<file path="config.mk">
export PLATFORM = sky130hd
export DESIGN_NAME = byte_encode_stream_flat
export DESIGN_NICKNAME = d
export VERILOG_FILES = /design/src/rtl/byte_encode_stream_if.sv /design/src/rtl/byte_encode_stream.sv /design/src/flat_wrapper.sv
export SDC_FILE = /design/constraint.sdc
export NUM_CORES = 1
export LEC_CHECK = 0
export CAP_MARGIN = 10
export CORE_UTILIZATION = 52
export CTS_CLUSTER_SIZE = 40
export DETAILED_ROUTE_END_ITERATION = 8
export HOLD_SLACK_MARGIN = 0.06
export PLACE_DENSITY = 0.77
export SLEW_MARGIN = 20
export SYNTH_ARGS = -nofsm -noshare
export SYNTH_HDL_FRONTEND = slang
export SYNTH_SLANG_ARGS = --single-unit
</file>
<file path="constraint.sdc">
create_clock -name clk -period 2.6 [get_ports clk]
set_input_delay 0.52 -clock clk [delete_from_list [all_inputs] [get_ports clk]]
set_output_delay 0.52 -clock clk [all_outputs]
set_load 0.1 [all_outputs]
</file>
<file path="src/rtl/byte_encode_stream_if.sv">
// Coefficient-in / byte-out stream bundle for byte_encode_stream.
// master drives coefficients and accepts bytes; slave is the encoder.
interface byte_encode_stream_if #(
  parameter int unsigned COEFF_W = 12
);
  logic [COEFF_W-1:0] coeff;
  logic               coeff_valid;
  logic               coeff_ready;
  logic [7:0]         byte_data;
  logic               byte_valid;
  logic               byte_ready;

  modport master (
    output coeff, coeff_valid, byte_ready,
    input  coeff_ready, byte_data, byte_valid
  );

  modport slave (
    input  coeff, coeff_valid, byte_ready,
    output coeff_ready, byte_data, byte_valid
  );
endinterface

</file>
<file path="src/rtl/byte_encode_stream.sv">
// ByteEncode_d: packs N_COEFF d-bit coefficients LSB-first into a byte stream.
// Optional BYTE_ENCODE_RANGE_CHECK_EN adds a sticky range_err output.
module byte_encode_stream #(
  parameter int unsigned N_COEFF = 256,
  parameter int unsigned COEFF_W = 12
) (
  input  logic                 clk,
  input  logic                 rst_n,
  input  logic                 start,
  input  logic [3:0]           d,
  byte_encode_stream_if.slave  strm,
  output logic                 busy,
  output logic                 done,
`ifdef BYTE_ENCODE_RANGE_CHECK_EN
  output logic                 range_err,
`endif
  output logic                 err
);

  localparam int unsigned CCNT_W = $clog2(N_COEFF + 1);

  typedef enum logic [1:0] {IDLE, RUN, DONE} state_t;

  state_t            state, state_nxt;
  logic [19:0]       acc;
  logic [4:0]        cnt;
  logic [CCNT_W-1:0] ccnt;
  logic [3:0]        d_q;
  logic              err_q;

  logic        d_ok, start_ok, accept, emit, ccnt_full;
  logic [19:0] mask, coeff_ext;
  logic        coeff_ready_c, byte_valid_c, busy_c, done_c;

  assign d_ok      = (d != 4'd0) && (d <= 4'd12);
  assign start_ok  = (state == IDLE) && start && d_ok;
  assign ccnt_full = (ccnt == CCNT_W'(N_COEFF));
  assign accept    = strm.coeff_valid && coeff_ready_c;
  assign emit      = byte_valid_c && strm.byte_ready;
  assign mask      = (20'd1 << d_q) - 20'd1;
  assign coeff_ext = 20'(strm.coeff);

  always_ff @(posedge clk or negedge rst_n) begin
    if (!rst_n) state <= IDLE;
    else        state <= state_nxt;
  end

  // The final emit goes straight to DONE so done follows the last byte by one cycle.
  always_comb begin
    state_nxt = state;
    case (state)
      IDLE: if (start_ok) state_nxt = RUN;
      RUN:  if (ccnt_full && ((cnt == 5'd0) || (emit && (cnt == 5'd8)))) state_nxt = DONE;
      DONE: state_nxt = IDLE;
      default: state_nxt = IDLE;
    endcase
  end

  always_comb begin
    coeff_ready_c = 1'b0;
    byte_valid_c  = 1'b0;
    busy_c        = 1'b0;
    done_c        = 1'b0;
    case (state)
      RUN: begin
        busy_c        = 1'b1;
        coeff_ready_c = (cnt < 5'd8) && !ccnt_full;
        byte_valid_c  = (cnt >= 5'd8);
      end
      DONE: done_c = 1'b1;
      default: ;
    endcase
  end

  assign strm.coeff_ready = coeff_ready_c;
  assign strm.byte_valid  = byte_valid_c;
  assign strm.byte_data   = acc[7:0];
  assign busy             = busy_c;
  assign done             = done_c;
  assign err              = err_q;

  always_ff @(posedge clk or negedge rst_n) begin
    if (!rst_n) begin
      acc   <= '0;
      cnt   <= '0;
      ccnt  <= '0;
      d_q   <= '0;
      err_q <= 1'b0;
    end else begin
      err_q <= (state == IDLE) && start && !d_ok;
      if (start_ok) begin
        d_q  <= d;
        acc  <= '0;
        cnt  <= '0;
        ccnt <= '0;
      end else if (accept) begin
        acc  <= acc | ((coeff_ext & mask) << cnt);
        cnt  <= cnt + {1'b0, d_q};
        ccnt <= ccnt + CCNT_W'(1);
      end else if (emit) begin
        acc <= acc >> 8;
        cnt <= cnt - 5'd8;
      end
    end
  end

`ifdef BYTE_ENCODE_RANGE_CHECK_EN
  logic range_q;

  always_ff @(posedge clk or negedge rst_n) begin
    if (!rst_n) begin
      range_q <= 1'b0;
    end else if (start_ok) begin
      range_q <= 1'b0;
    end else if (accept && (((coeff_ext & ~mask) != 20'd0) ||
                            ((d_q == 4'd12) && (coeff_ext >= 20'd3329)))) begin
      range_q <= 1'b1;
    end
  end

  assign range_err = range_q;
`endif

endmodule
</file>
<file path="src/flat_wrapper.sv">
// flat-port wrapper written by rule: the top's interface ports become plain ports
module byte_encode_stream_flat 
#(
  parameter int unsigned N_COEFF = 256,
  parameter int unsigned COEFF_W = 12
)
  (clk, rst_n, start, d, busy, done, err, strm_coeff, strm_coeff_valid, strm_byte_ready, strm_coeff_ready, strm_byte_data, strm_byte_valid);
  byte_encode_stream_if #(.COEFF_W(COEFF_W)) strm_i ();
  input  logic clk;
  input  logic rst_n;
  input  logic start;
  input  logic [3:0] d;
  output logic busy;
  output logic done;
  output logic err;
  input wire logic [$bits(strm_i.coeff)-1:0] strm_coeff;
  input wire logic [$bits(strm_i.coeff_valid)-1:0] strm_coeff_valid;
  input wire logic [$bits(strm_i.byte_ready)-1:0] strm_byte_ready;
  output wire logic [$bits(strm_i.coeff_ready)-1:0] strm_coeff_ready;
  output wire logic [$bits(strm_i.byte_data)-1:0] strm_byte_data;
  output wire logic [$bits(strm_i.byte_valid)-1:0] strm_byte_valid;
  assign strm_i.coeff = strm_coeff;
  assign strm_i.coeff_valid = strm_coeff_valid;
  assign strm_i.byte_ready = strm_byte_ready;
  assign strm_coeff_ready = strm_i.coeff_ready;
  assign strm_byte_data = strm_i.byte_data;
  assign strm_byte_valid = strm_i.byte_valid;
  byte_encode_stream #(.N_COEFF(N_COEFF), .COEFF_W(COEFF_W)) u_core (.clk(clk), .rst_n(rst_n), .start(start), .d(d), .strm(strm_i), .busy(busy), .done(done), .err(err));
endmodule
</file>
== After elaboration in Yosys (flattened, before gate mapping) ==
Index checks and enable logic that the tools add are counted.
Operators by class
  add/sub/neg operators: 4
  magnitude comparators: 3
  equal/unequal tests: 6
  shift-type cells: 2
  multiplexer cells: 15
  bitwise logic cells: 2
  reductions and logical operators: 18
Operator list (count)
  two-way mux 20 bit: 3
  AND 12 x 20 -> 20 bit: 1
  bitwise OR 20 bit: 1
  left shift 1 x 4 -> 20 bit (first input constant): 1
  left shift 20 x 5 -> 20 bit: 1
  subtractor 20 x 1 -> 20 bit (second input constant): 1
  two-way mux 9 bit: 2
  two-way mux 5 bit: 3
  adder 9 x 1 -> 9 bit (second input constant): 1
  == test 9 bit (second input constant): 1
  logical AND 1 bit: 9
  adder 5 x 4 -> 5 bit: 1
  == test 5 x 4 -> 1 bit (second input constant): 1
  greater-or-equal comparator 5 x 4 -> 1 bit (second input constant): 1
  zero test 5 bit: 1
  < comparator 5 x 4 -> 1 bit (second input constant): 1
  subtractor 5 x 4 -> 5 bit (second input constant): 1
  less-or-equal comparator 4 bit (second input constant): 1
  two-way mux 1 bit: 4
  two-way mux 2 bit: 2
  != test 2 x 1 -> 1 bit (second input constant): 2
  case mux 2 bit (2 select lines): 1
  nonzero test 4 bit: 1
  nonzero test 3 bit: 1
  7 further kinds: 8
Storage, ports and cells
  register bits after elaboration: 41
  input bits: 21
  output and inout port bits: 13
  word-level logic and storage cells: 56

== Longest topological paths before layout ==
  depth after elaboration: 8
  mapped depth: 11
  depth with buffers taken out: 9

== Worst setup path after synthesis ==
Ideal clock, no wire load.
  path kind: reg2out
  start point: register u_core.cnt[0]
  end point: output port strm_byte_valid
  data arrival time: 2.543 ns
  required time: 2.080 ns
  path slack: -0.463 ns
  cell stages (with the launch flop): 7
  buffers on the path: 3
  path through: dfrtp_1 buf_2 buf_2 buf_1 nor2_1 nand2_1 a21oi_1
Between the ends
  cells in the longest elaborated chain, start to end: 2
RTL lines
  start: declaration: line byte_encode_stream.sv:26  | logic [4:0] cnt;
  start signal: assignment: line byte_encode_stream.sv:98  | cnt <= cnt + {1'b0, d_q};
  start signal: assignment: line byte_encode_stream.sv:102  | cnt <= cnt - 5'd8;
  greater-or-equal comparator 5 x 4 -> 1 bit: line byte_encode_stream.sv:68  | byte_valid_c = (cnt >= 5'd8);
  two-way mux 1 bit: line byte_encode_stream.sv:64  | case (state)
  end: declaration: line flat_wrapper.sv:21  | output wire logic [$bits(strm_i.byte_valid)-1:0] strm_byte_valid;
No other way between the ends.

== Final worst setup path ==
  start point: register u_core.d_q[1]
  end point: register u_core.acc[17]
Between the ends
  cells in the longest elaborated chain, start to end: 7
RTL lines
  start: declaration: line byte_encode_stream.sv:28  | logic [3:0] d_q;
  start signal: assignment: line byte_encode_stream.sv:87  | d_q <= '0;
  start signal: assignment: line byte_encode_stream.sv:92  | d_q <= d;
  left shift 1 x 4 -> 20 bit: line byte_encode_stream.sv:40  | assign mask = (20'd1 << d_q) - 20'd1;
  subtractor 20 x 1 -> 20 bit: line byte_encode_stream.sv:40
  AND 12 x 20 -> 20 bit: line byte_encode_stream.sv:97  | acc <= acc | ((coeff_ext & mask) << cnt);
  left shift 20 x 5 -> 20 bit: line byte_encode_stream.sv:97
  bitwise OR 20 bit: line byte_encode_stream.sv:97
  two-way mux 20 bit: line byte_encode_stream.sv:96  | end else if (accept) begin
  two-way mux 20 bit: line byte_encode_stream.sv:91  | if (start_ok) begin
  end signal: assignment: line byte_encode_stream.sv:97
  end signal: assignment: line byte_encode_stream.sv:101  | acc <= acc >> 8;
  end: declaration: line byte_encode_stream.sv:25  | logic [19:0] acc;
No other way between the ends.
A chain may end at the register's enable or synchronous reset.

==> impl_metrics.yaml <==
critical_path:
  start_kind: "flip-flop"
  max_stage_delay_ns: 0.55
  path_buf_inv: 2
  slowest_stage: "mux4_2"
  cp-end-kind: "flip-flop"
  crit_required_ns: 2.79
  path_class: "reg -> reg"
  critical-path-top-delay-family: "compound AO/OA/AOI/OAI gates"
  worstPathArrival_ns: 2.84
  crit_path_max_fanout: 7
  worstPathCellList: "nor4_2 -> inv_1 -> ha_4 -> buf_6 -> and2_1 -> o2111ai_1 -> o211ai_1 -> mux4_2 -> o21ai_2 -> o21ai_1"
sta:
  period_needed_ns: 2.651
  tightest_slew_ns: 0.9395
  finClkSkew_ns: 0.007004
  fmax_ghz: 0.3773
  hold_violations: 0
  slew_violations: 0
  period_share: 1.019
  setup_slack_ns: -0.05060
  setup_viol: 4
  relSlewSlack: 0.3737
  rsz0062_at_grt: "yes"
  whs_ns: 0.3577
  setup_tns_ns: -0.1435
die:
  start_util: 0.5423
  die_h_um: 80.58
  die-area_sq_um: 6492
  pin_count: 34
  design.core.area_sq_um: 5921
  row_count: 28
  die_w_um: 80.58
place:
  place_ws_ns: -0.01690
  gp_congestion: 0.9746
  hpwl_mm: 6.472
  io_buffers: 33
clocking:
  clk_pin_slew_ns: 0.08
  clk_latency_ns: 0.30
  cts-root-buf: "clkbuf_8"
  holdBufCountCts: 0
  cts_made_buffers: 5
  cts_sinks: 41
  cts_tree: "yes"
  cts-htree-levels: 2
  clk_path_buf_depth: 2
logic_synthesis:
  async_flop_share: 1.000
  ys_seq_elements: 41
  synth_top_cell_by_area: "dfrtp_1"
  synth_edf_count: 0
  postSynthCellCount: 374
  synth_seq_area_share: 0.3196
  synth_nets: 404
  avgSynthCellArea_sq_um: 8.584
  synth_warnings: 0
  ys_top_cells_by_area: "dfrtp_1 (32%), nand2_1 (4.2%), a21oi_1 (3.9%)"
  syn_area_sq_um: 3211
  synth_ff_type: "dfrtp_1"
  ys_types: 73
  synth_top_area_frac: 0.3196
layout:
  syn_to_final_growth_pct: 20.65
  num_antenna_cells: 0
  drive_gt1_frac: 0.2405
  seqCellArea_sq_um: 1027
  multiInputGateArea_sq_um: 2018
  nFillCells: 524
  final_nets: 449
hold_path:
  hold_path.class: "in -> async"
global_route:
  grt.total_usage: 0.2868
  grt_pass1_wl_mm: 14.26
  grt_max_degree: 42
  grt_pass1_vias: 2959
  grt-ovfl-total: 0
  grt_antenna_before_repair: 0
route:
  dr.pass1.iters: 5
  drtIter0Drc: 306
  viasPerCell: 6.354
  drtAntennaViolNets: 0
  wire_per_inst_um: 17.64
  num_vias: 3145
  drt_wl_total_mm: 8.733
  drc: 0
power_and_ir_drop:
  peakVddDrop_mv: 0.7576
  power_density_nw_per_um2: 1340
  p_leak_nw: 1.684
  power_w: 0.005190
outcome:
  outcome: "finished, violations left"
  violations: "setup timing"
job:
  drv_cap: 0
## cell usage after synthesis, types with 8 or more instances
library cell / instances
a21oi_1: 25
a31oi_1: 10
buf_4: 10
clkbuf_1: 8
dfrtp_1: 41
ha_1: 8
inv_1: 15
mux2i_1: 9
nand2_1: 36
nand3_1: 13
nor2_1: 29
o21ai_0: 22
## what timing repair did
item / 4_1_cts / 5_1_grt
buffers inserted: 0 / 5
pin swaps: 0 / 17
setup endpoints to repair: 3 / 12
resized for setup: 1 / 24
## stage by stage
stage / util / instances / area (sq um)
finish: 0.6543 / 495 / 3874
global route: 0.6543 / 495 / 3874
CTS: 0.6342 / 490 / 3755
detailed placement: 0.6198 / 482 / 3670
global placement: 0.6198 / 482 / 3670
floorplan: - / 374 / 3222
## placed cells by master (no fill, tap or decap), types with 3 or more instances in the layout
cell / synthesis / final
buf_4: 10 / 45
mux2_2: 4 / 3
nor2_1: 29 / 28
o211ai_1: 7 / 7
clkdlybuf4s50_1: 0 / 19
nor3_1: 7 / 7
nand3_1: 13 / 13
clkbuf_8: 0 / 5
or2_2: 5 / 5
nand4_1: 4 / 4
o21a_1: 3 / 3
a32oi_1: 5 / 4
o21ai_1: 6 / 7
o21ai_0: 22 / 19
mux2i_1: 9 / 8
a31oi_1: 10 / 10
ha_1: 8 / 7
a21oi_2: 0 / 3
or3_1: 5 / 5
nor2b_1: 4 / 4
a22oi_1: 6 / 6
a211oi_1: 5 / 4
a32o_1: 3 / 3
nand2_1: 36 / 35
a211o_1: 3 / 3
xor2_1: 5 / 5
o31ai_1: 4 / 4
inv_1: 15 / 14
a21oi_1: 25 / 22
and2_1: 3 / 3
dfrtp_1: 41 / 40
## where the power goes
group	leakage, nW	internal [W]	total (W)	switching (W)
Clock	0.0450	0.000186	0.000418	0.000232
Combinational	1.10	0.00147	0.00373	0.00226
Sequential	0.538	0.000844	0.00105	0.000202
Total	1.68	0.00250	0.00519	0.00269
## layer usage
layer | vias to the layer above | GRT usage | routed length [um]
li1 | 1479 | - | -
met1 | 1508 | 0.3551 | 3589
met2 | 132 | 0.4907 | 4297
met3 | 26 | 0.04773 | 571
met4 | 0 | 0.1161 | 274
met5 | - | 0 | 0
## final timing paths
check / endpoint / slack (ns) / start / cells past startpoint
setup / recovery: u_core.acc[17]$_DFFE_PN0P_ / -0.05 / u_core.d_q[1]$_DFFE_PN0P_ / 10
hold / removal: u_core.ccnt[7]$_DFFE_PN0P_ / 0.36 / rst_n / 1
setup reg to reg: u_core.acc[17]$_DFFE_PN0P_ / -0.05 / u_core.d_q[1]$_DFFE_PN0P_ / 10
hold reg to reg: u_core.acc[15]$_DFFE_PN0P_ / 0.50 / u_core.acc[15]$_DFFE_PN0P_ / 2
max in group asynchronous: u_core.ccnt[3]$_DFFE_PN0P_ / 1.60 / rst_n / 1
min in group clk: u_core.acc[15]$_DFFE_PN0P_ / 0.50 / u_core.acc[15]$_DFFE_PN0P_ / 2
## sequential cells by signal, summed over array words and instances (netlist names)
| register | flops |
|---|---|
| u_core.acc | 20 |
| u_core.ccnt | 9 |
| u_core.cnt | 5 |
| u_core.d_q | 4 |
| u_core.err | 1 |
| u_core.state | 2 |
## logic make-up after synthesis
kind of cell,synth area share
muxes,0.06040
adders and majority gates,0.03741
DFF,0.3196
and+or+nand+nor,0.2163
buffers and inverters,0.07872
xor gates and xnor gates,0.01910
AOI/OAI and AO/OA,0.2685
## final cells by class
type                    count  share of cell area
multi-input cells         287              0.5210
flip-flops and latches     41              0.2652
repair buffers             69              0.1537
well taps                  75             0.02422
clock buffers               6             0.01873
inverters                  15             0.01453
clock inverters             2            0.002584
Note: power is estimated with default switching activity, not from simulation.
